--- src/rtl/ex_stage.sv ---
// Execute stage of the 16-bit pipeline: operand forwarding, ALU, branch/jump
// resolution, PC redirect with one-slot squash, and the EX/MEM register.
module ex_stage (
  input  logic        Clk,
  input  logic        Rst,
  input  logic        RegWrite1,
  input  logic        MemotoReg1,
  input  logic        MemWrite1,
  input  logic        MemRead1,
  input  logic [3:0]  AluOp1,
  input  logic [15:0] PcAddr1,
  input  logic [15:0] RegData11,
  input  logic [15:0] RegData21,
  input  logic [3:0]  RegReadIndex11,
  input  logic [3:0]  RegReadIndex21,
  input  logic [3:0]  RegWriteIndex1,
  input  logic        InsJ1,
  input  logic [1:0]  InsB1,
  input  logic        AluSrc1,
  input  logic [15:0] Dest1,
  input  logic        WbRegWrite,
  input  logic [3:0]  WbIndex,
  input  logic [15:0] WbData,
  input  logic        Stall,
  output logic        Redirect,
  output logic [15:0] RedirectAddr,
  output logic        ExRegWrite,
  output logic        ExMemtoReg,
  output logic        ExMemWrite,
  output logic        ExMemRead,
  output logic [15:0] ExResult,
  output logic [15:0] ExStoreData,
  output logic [3:0]  ExWriteIndex
);

  typedef enum logic {SQ_IDLE = 1'b0, SQ_ARMED = 1'b1} squash_e;

  squash_e     r_squash, w_squash_next;
  logic [15:0] w_fwd_a, w_fwd_b, w_op_b, w_alu;
  logic        w_taken, w_kill;

  // NOTE: every combinational output gets a default first so no latch is inferred.
  always_comb begin
    w_fwd_a = RegData11;
    if (ExRegWrite && !ExMemtoReg && ExWriteIndex == RegReadIndex11)
      w_fwd_a = ExResult;
    else if (WbRegWrite && WbIndex == RegReadIndex11)
      w_fwd_a = WbData;
  end

  always_comb begin
    w_fwd_b = RegData21;
    if (ExRegWrite && !ExMemtoReg && ExWriteIndex == RegReadIndex21)
      w_fwd_b = ExResult;
    else if (WbRegWrite && WbIndex == RegReadIndex21)
      w_fwd_b = WbData;
  end

  assign w_op_b = AluSrc1 ? Dest1 : w_fwd_b;

  always_comb begin
    w_alu = 16'h0000;
    case (AluOp1)
      4'd0:  w_alu = w_fwd_a + w_op_b;
      4'd1:  w_alu = w_fwd_a - w_op_b;
      4'd2:  w_alu = w_fwd_a & w_op_b;
      4'd3:  w_alu = w_fwd_a | w_op_b;
      4'd4:  w_alu = w_fwd_a ^ w_op_b;
      4'd5:  w_alu = ~w_fwd_a;
      4'd6:  w_alu = w_fwd_a << w_op_b[3:0];
      4'd7:  w_alu = w_fwd_a >> w_op_b[3:0];
      4'd8:  w_alu = $signed(w_fwd_a) >>> w_op_b[3:0];
      4'd9:  w_alu = {15'd0, $signed(w_fwd_a) < $signed(w_op_b)};
      4'd10: w_alu = {15'd0, w_fwd_a < w_op_b};
      4'd11: w_alu = {15'd0, w_fwd_a != w_op_b};
      4'd12: w_alu = w_fwd_a;
      4'd13: w_alu = w_op_b;
      default: w_alu = 16'h0000;
    endcase
  end

  // A register jump overrides any branch encoding on the same instruction.
  always_comb begin
    w_taken = 1'b0;
    if (InsJ1)
      w_taken = 1'b1;
    else begin
      case (InsB1)
        2'b01:   w_taken = (w_fwd_a == 16'h0000);
        2'b10:   w_taken = (w_fwd_a != 16'h0000);
        2'b11:   w_taken = 1'b1;
        default: w_taken = 1'b0;
      endcase
    end
  end

  assign w_kill       = (r_squash == SQ_ARMED);
  assign RedirectAddr = InsJ1 ? w_fwd_a : PcAddr1 + Dest1;
  assign Redirect     = w_taken && !w_kill && !Stall && Rst;

  always_comb begin
    w_squash_next = r_squash;
    case (r_squash)
      SQ_IDLE:  if (!Stall && Redirect) w_squash_next = SQ_ARMED;
      SQ_ARMED: if (!Stall)             w_squash_next = SQ_IDLE;
      default:  w_squash_next = SQ_IDLE;
    endcase
  end

  // NOTE: sequential state uses non-blocking assignments so all registers update together.
  always_ff @(posedge Clk or negedge Rst) begin
    if (!Rst) r_squash <= SQ_IDLE;
    else      r_squash <= w_squash_next;
  end

  always_ff @(posedge Clk or negedge Rst) begin
    if (!Rst) begin
      ExRegWrite   <= 1'b0;
      ExMemtoReg   <= 1'b0;
      ExMemWrite   <= 1'b0;
      ExMemRead    <= 1'b0;
      ExResult     <= 16'h0000;
      ExStoreData  <= 16'h0000;
      ExWriteIndex <= 4'h0;
    end else if (!Stall) begin
      ExRegWrite   <= RegWrite1  && !w_kill;
      ExMemtoReg   <= MemotoReg1 && !w_kill;
      ExMemWrite   <= MemWrite1  && !w_kill;
      ExMemRead    <= MemRead1   && !w_kill;
      ExResult     <= w_alu;
      ExStoreData  <= w_fwd_b;
      ExWriteIndex <= RegWriteIndex1;
    end
  end

endmodule

--- config.mk ---
export PLATFORM = sky130hd
export DESIGN_NAME = ex_stage
export DESIGN_NICKNAME = d
export VERILOG_FILES = /design/src/rtl/ex_stage.sv
export SDC_FILE = /design/constraint.sdc
export NUM_CORES = 1
export LEC_CHECK = 0
export CORE_MARGIN = 2
export CORE_UTILIZATION = 53
export DETAILED_ROUTE_END_ITERATION = 16
export GPL_TIMING_DRIVEN = 0
export PLACE_DENSITY = 0.91
export SYNTH_ARGS = -nofsm -noshare
export SYNTH_HDL_FRONTEND = slang
export SYNTH_SLANG_ARGS = --single-unit
--- constraint.sdc ---
create_clock -name Clk -period 5.8 [get_ports Clk]
set_input_delay 0.87 -clock Clk [delete_from_list [all_inputs] [get_ports Clk]]
set_output_delay 0.87 -clock Clk [all_outputs]
set_load 0.02 [all_outputs]
==> flow_metrics.tcl <==
set metrics [dict create \
    synth_area_um2 7819 \
    routedWlPerCell_um 27.12 \
    stdcell_area_um2 10060 \
    placed_area_um2 9706 \
    coreArea_um2 14480 \
    ios 169 \
    avgViaCountPerCell 7.133 \
    yosysTopAreaCell "dfrtp_1" \
    row_count 44 \
    finalSetupViolCount 0 \
    drt_iter0_drc 1727 \
    r2r_slack_ns 0.82 \
    dp_hpwl_um 29740 \
    max_stage_delay_ns 0.53 \
    postSynthAreaPerCell_um2 7.300 \
    cts_buffers 5 \
    drcViolationCount 0 \
    peakVddDrop_uv 140.4 \
    synth_async_sr_flop_share_pct 100.0 \
    yosys.area.top_type_share_pct 13.12 \
    worst_pin_slew_ns 1.376 \
    ys_seq_elements 41 \
    place_ws_ns -0.5813 \
    fin_skew_ns 0.008413 \
    synthTopCellsByArea "dfrtp_1 (13%), ha_1 (11%), mux2i_1 (6.9%)" \
    critical_path_arrival_ns 4.86 \
    synth-edff-count 0 \
    antennaDiodeCount 0 \
    yosys_warnings 0 \
    relSlewSlack_pct 7.577 \
    crit_type "in2out" \
    antenna_found_initial 0 \
    hold_slack_ns 0.4034 \
    finalWirelength_um 38870 \
    grt_pass1_vias 9626 \
    grt_overflow 0 \
    fp.dieW_um 125.5 \
    leakage_uw 0.004052 \
    hold_viol_final 0 \
    path_common_cell "clkdlybuf4s50_1" \
    cts.path.max_buffers 2 \
    fin_tns_setup_ns 0 \
    layout-drive-gt1-share_pct 10.89 \
    max_freq_ghz 0.1745 \
    firstDrtPassIters 8 \
    track_usage_pct 46.93 \
    synth_flop_cell "dfrtp_1" \
    yosysSeqAreaShare_pct 13.12 \
    clock-sinks 41 \
    nets 1429 \
    cts_tree "yes" \
    worstSetupEndpointType "output port" \
    critPathLaunchType "input pin" \
    fin_crit_sh_pct 98.82 \
    critical_path.cell_chain "clkdlybuf4s50_1, ha_1, inv_1, fa_1, nor2b_1, o21ai_0, a21oi_2, o21ai_1, a21oi_1, o21a_1, o311ai_1, a2111oi_1, or3_1, a31o_2, clkdlybuf4s50_1" \
    maxCapViolCount 0 \
    worstHoldPathType "in2async" \
    period_minus_slack_ns 5.731 \
    ys_types 81 \
    vias 10221 \
    start_util_pct 54.00 \
    cts.clk_slew.worst_paths_ns 0.07 \
    crit_required_ns 4.93 \
    crit_slowest_cell "clkdlybuf4s50_1" \
    status "completed" \
    h-tree-depth 2 \
    die_area_um2 15740 \
    die_y_um 125.5 \
    grt_max_degree 38 \
    antenna_left 0 \
    critPathMaxFanout 3 \
    clk_latency_ns 0.30 \
    cts_hold_buf 0 \
    p_per_area_nw_per_um2 195.8 \
    syn-instance-count 1071 \
    drv_slew 0 \
    syn_to_final_growth_pct 28.71 \
    grt_pass1_wl_um 57330 \
    routabilityCongestion 1.112 \
    setup_slack_ns 0.06866 \
    cts_root_buffer "clkbuf_16" \
    portBuffers 164 \
    synth_fp_nets 1252 \
    final_util_pct 69.50 \
]
==> cells by family (layout without fill, tap and decap cells) <==
group                      count (synthesis)  in the layout  share of synthesized area [%]
muxes                                     93             93                          12.74
buffers and inverters                    120            298                          6.561
xor gates and xnor gates                  31             31                          3.473
and+or+nand+nor                          362            362                          21.25
DFF                                       41             41                          13.12
adders and majority gates                 69             69                          11.33
AOI/OAI and AO/OA                        355            355                          31.53
==> report_power, final <==
group	total, uW	switching (uW)	internal [uW]
clock network	305	144	161
registers	397	69.7	327
logic	1270	757	511
==> cell usage after synthesis, drive strengths merged, types with 5 or more instances <==
master / n
a22o: 6
mux2: 36
dfrtp: 41
o21bai: 8
and3: 7
o21ai: 58
nor2: 126
a22oi: 12
nand3: 30
xnor2: 26
nor3: 41
a211oi: 13
a21oi: 104
buf: 29
a2111oi: 10
clkbuf: 39
xor2: 5
a32o: 5
o221ai: 5
inv: 50
nor4: 8
o21a: 7
a21o: 11
a311oi: 7
nor2b: 12
and2: 8
nand2: 100
o2111ai: 11
a32oi: 8
nand2b: 11
mux2i: 57
o31ai: 9
a221oi: 11
o211ai: 11
nand4: 5
o22ai: 16
ha: 66
a31oi: 22
==> final timing paths <==
| path | startpoint | to | depth (start not counted) |
|---|---|---|---|
| max | Dest1[0] | RedirectAddr[14] | 15 |
| min | Rst | ExWriteIndex[3] | 1 |
| max reg2reg | ExWriteIndex[2] | ExResult[9] | 17 |
| min reg2reg | ExStoreData[0] | ExStoreData[0] | 1 |
| max in group asynchronous | Rst | ExResult[8] | 2 |
| min in group Clk | ExStoreData[0] | ExStoreData[0] | 1 |
==> cells in the final DEF, fill, tap and decap left out, types with 6 or more instances in the layout <==
cell               n
clkdlybuf4s50_1  163
nor2_1           123
nand2_1           99
a21oi_1           99
ha_1              65
mux2i_1           51
inv_1             48
o21ai_0           48
dfrtp_1           41
nor3_1            40
mux2_2            36
clkbuf_1          35
nand3_1           27
xnor2_1           24
o22ai_1           16
buf_2             13
buf_4             13
nor2b_1           12
a31oi_1           12
a211oi_1          12
a22oi_1           12
a21o_1            11
nand2b_1          11
o211ai_1          11
o2111ai_1         11
o21ai_1            9
a221oi_1           9
and2_1             8
o31ai_1            8
nor4_1             8
a32oi_1            8
o21a_1             7
o21bai_1           7
and3_1             6
a31oi_2            6
a2111oi_0          6
a22o_1             6
==> critical path: cells and delay by family <==
family / cells / cell delay [ns]
buffers and inverters: 3 / 1.14
AOI/OAI and AO/OA: 8 / 1.96
adders and majority gates: 2 / 0.50
and+or+nand+nor: 2 / 0.41
==> stage by stage <==
stage,power (uW),instances
CTS,1874,1426
global placement,1553,1419
floorplan,1091,1071
detailed placement,1568,1420
finish,1970,1433
global route,2035,1433
==> timing repair <==
item / CTS / global route
setup buffers: 0 / 8
resized for setup: 10 / 28
setup endpoints to repair: 5 / 14
pin swaps: 0 / 3
==> area by class of cell <==
cell class | count | area (um2)
buffer | 65 | 317.8
clock buffer | 5 | 125.1
clock inverter | 3 | 21.27
fill | 1187 | 4415
inverter | 52 | 195.2
multi-input combinational | 910 | 6431
sequential | 41 | 1026
tap | 184 | 230.2
timing repair buffer | 173 | 1717
==> sequential cells by signal, summed over array words and instances (netlist names) <==
name	flops
ExStoreData	16
ExWriteIndex	4
ExResult	16
ExRegWrite	1
r_squash	1
ExMemtoReg	1
ExMemWrite	1
ExMemRead	1
==> per-layer routing <==
metal  track usage [%]  share of wire (%)  up-vias
li1                  -                  -     4341
met1             60.79                 36     4662
met2             71.48                 43      970
met3             12.07                 14      248
met4             25.29                7.1        0
met5                 0                  0        -
Power figures use the tool's default switching activity.
==> RTL edit (config.mk and constraints unchanged) <==
Register the output `Redirect`, without a reset; this adds one clock of latency there. The other outputs are not delayed to match.
--- a/src/rtl/ex_stage.sv
+++ b/src/rtl/ex_stage.sv
@@ -34,6 +34,8 @@
 );
 
   typedef enum logic {SQ_IDLE = 1'b0, SQ_ARMED = 1'b1} squash_e;
+
+  logic Redirect_d;
 
   squash_e     r_squash, w_squash_next;
   logic [15:0] w_fwd_a, w_fwd_b, w_op_b, w_alu;
@@ -96,12 +98,12 @@
 
   assign w_kill       = (r_squash == SQ_ARMED);
   assign RedirectAddr = InsJ1 ? w_fwd_a : PcAddr1 + Dest1;
-  assign Redirect     = w_taken && !w_kill && !Stall && Rst;
+  assign Redirect_d   = w_taken && !w_kill && !Stall && Rst;
 
   always_comb begin
     w_squash_next = r_squash;
     case (r_squash)
-      SQ_IDLE:  if (!Stall && Redirect) w_squash_next = SQ_ARMED;
+      SQ_IDLE:  if (!Stall && Redirect_d) w_squash_next = SQ_ARMED;
       SQ_ARMED: if (!Stall)             w_squash_next = SQ_IDLE;
       default:  w_squash_next = SQ_IDLE;
     endcase
@@ -133,5 +135,9 @@
     end
   end
 
+  always_ff @(posedge Clk) begin
+    Redirect <= Redirect_d;
+  end
+
 endmodule
 
Behaviour: not the same (a bounded check fails within 4 cycles, from zero or initial values and one cycle with Rst low).
==> RTL edit against the unedited design <==
- first-iteration DRC count down 13%
- hold slack improved by 26 ps
- clock power up 3%
- the run now ends with negative setup slack left
- total power barely moved
- critical path type is now input pin to flip-flop
- routed wire length decreased by 1.8%
- design area down 0.24%
- worst setup slack lost 83 ps
- sequential cell count rose by 1
- via count shrank 0.84%
- synthesized area grew 0.26%
- cell count down 0.35%
==> RTL edit: results (changes against the unedited design) <==
metric	value	unit	change
Place WS	-644	ps	-63.0 ps
Yosys warnings	0		unchanged
met1 WL	13.7	mm	-1.4%
Signal buf overhead	0.199		-0.00338
Worst EP arrival	5990	ps	+1130 ps
met2 Use GR	0.702		-0.0127
share of cells above drive strength 1	0.107		-0.00197
flip-flop and latch area	0.00105	mm²	+2.0%
fillers	1214		+2.3%
post-route setup slack	-14.0	ps	-82.7 ps
grt met3 use	0.117		-0.00385
actual slew at the worst max-slew pin	1070	ps	-301 ps
setup_tns	-14.0	ps	-14.0 ps
post-CTS resize count	7		-3
Mapped Avg Cell Area	7.31	µm²	+0.16%
I/O Buffers	164		unchanged
register bit count reported by yosys	42		+2.4%
vias in the first global route	9659		+0.34%
ys async rst share	0.976		-0.0238
Synth Area in XOR/XNOR	0.0346		-0.0000887
met2 wire length	16.2	mm	-2.4%
Peak VDD IR	146	µV	+3.7%
drt first pass iters	5		-3
via count	10135		-0.84%
Detail Placement HPWL	29.4	mm	-1.3%
status	finished, violations left		
Signal buffers	232		-2.5%
Final Wtd Congestion	1.09		-2.1%
syn_nets	1253		+0.080%
largest net degree at the start of global routing	35		-7.9%
Synth Area in Compound Gates	0.314		-0.000805
Clock buf/inv share	0.0151		+0.000533
combinational share of power	0.637		-0.007
post-synthesis sequential area ratio	0.133		+0.00222
crit path max fanout	10		+7
Power Sequential	402	µW	+1%
WL/cell	26.7	µm	-1.5%
met3 wire len	5.15	mm	-7.7%
synth unique cells	82		+1.2%
clock skew	10.4	ps	+2.03 ps
Synth Area in Adders	0.113		-0.000289
failing checks	negative setup slack		
setup violators final	1		+1
area occupied by multi-input gates	0.00642	mm²	-0.16%
Cell Count, Final, Fillers Out	1428		-0.35%
clock root cell	clkbuf_16		
multi-input gate share of total cell area	0.640		about the same
# clk buffers	7		+2
mux cell area share after synthesis	0.127		-0.000325
Area after DPL	0.00973	mm²	+0.21%
==> RTL edit: path summary, 6_finish.rpt <==
path / start / endpoint / slack [ps] / depth (start not counted)
min reg2reg: ExStoreData[0] / ExStoreData[0] / 490 / 1
max in group asynchronous: Rst / ExResult[3] / 4870 / 2
max: RegReadIndex21[3] / ExResult[15] / -10 / 18
min: Rst / ExWriteIndex[1] / 430 / 1
max reg2reg: ExWriteIndex[0] / ExResult[15] / 760 / 17
min in group Clk: ExStoreData[0] / ExStoreData[0] / 490 / 1
==> RTL edit: worst max-delay path, cell delays in order <==
cell and delay [ps]:
clkdlybuf4s50_1 500, xnor2_2 280, nand2_1 200, o21ai_0 270
a31oi_2 160, mux2i_1 280, clkinv_1 350, clkbuf_1 400
ha_1 340, nor2_1 150, a221oi_2 90, or4_1 490
a31oi_2 220, a211oi_2 140, a2111oi_1 610, nand3_1 170
a31oi_2 330, a31oi_1 130
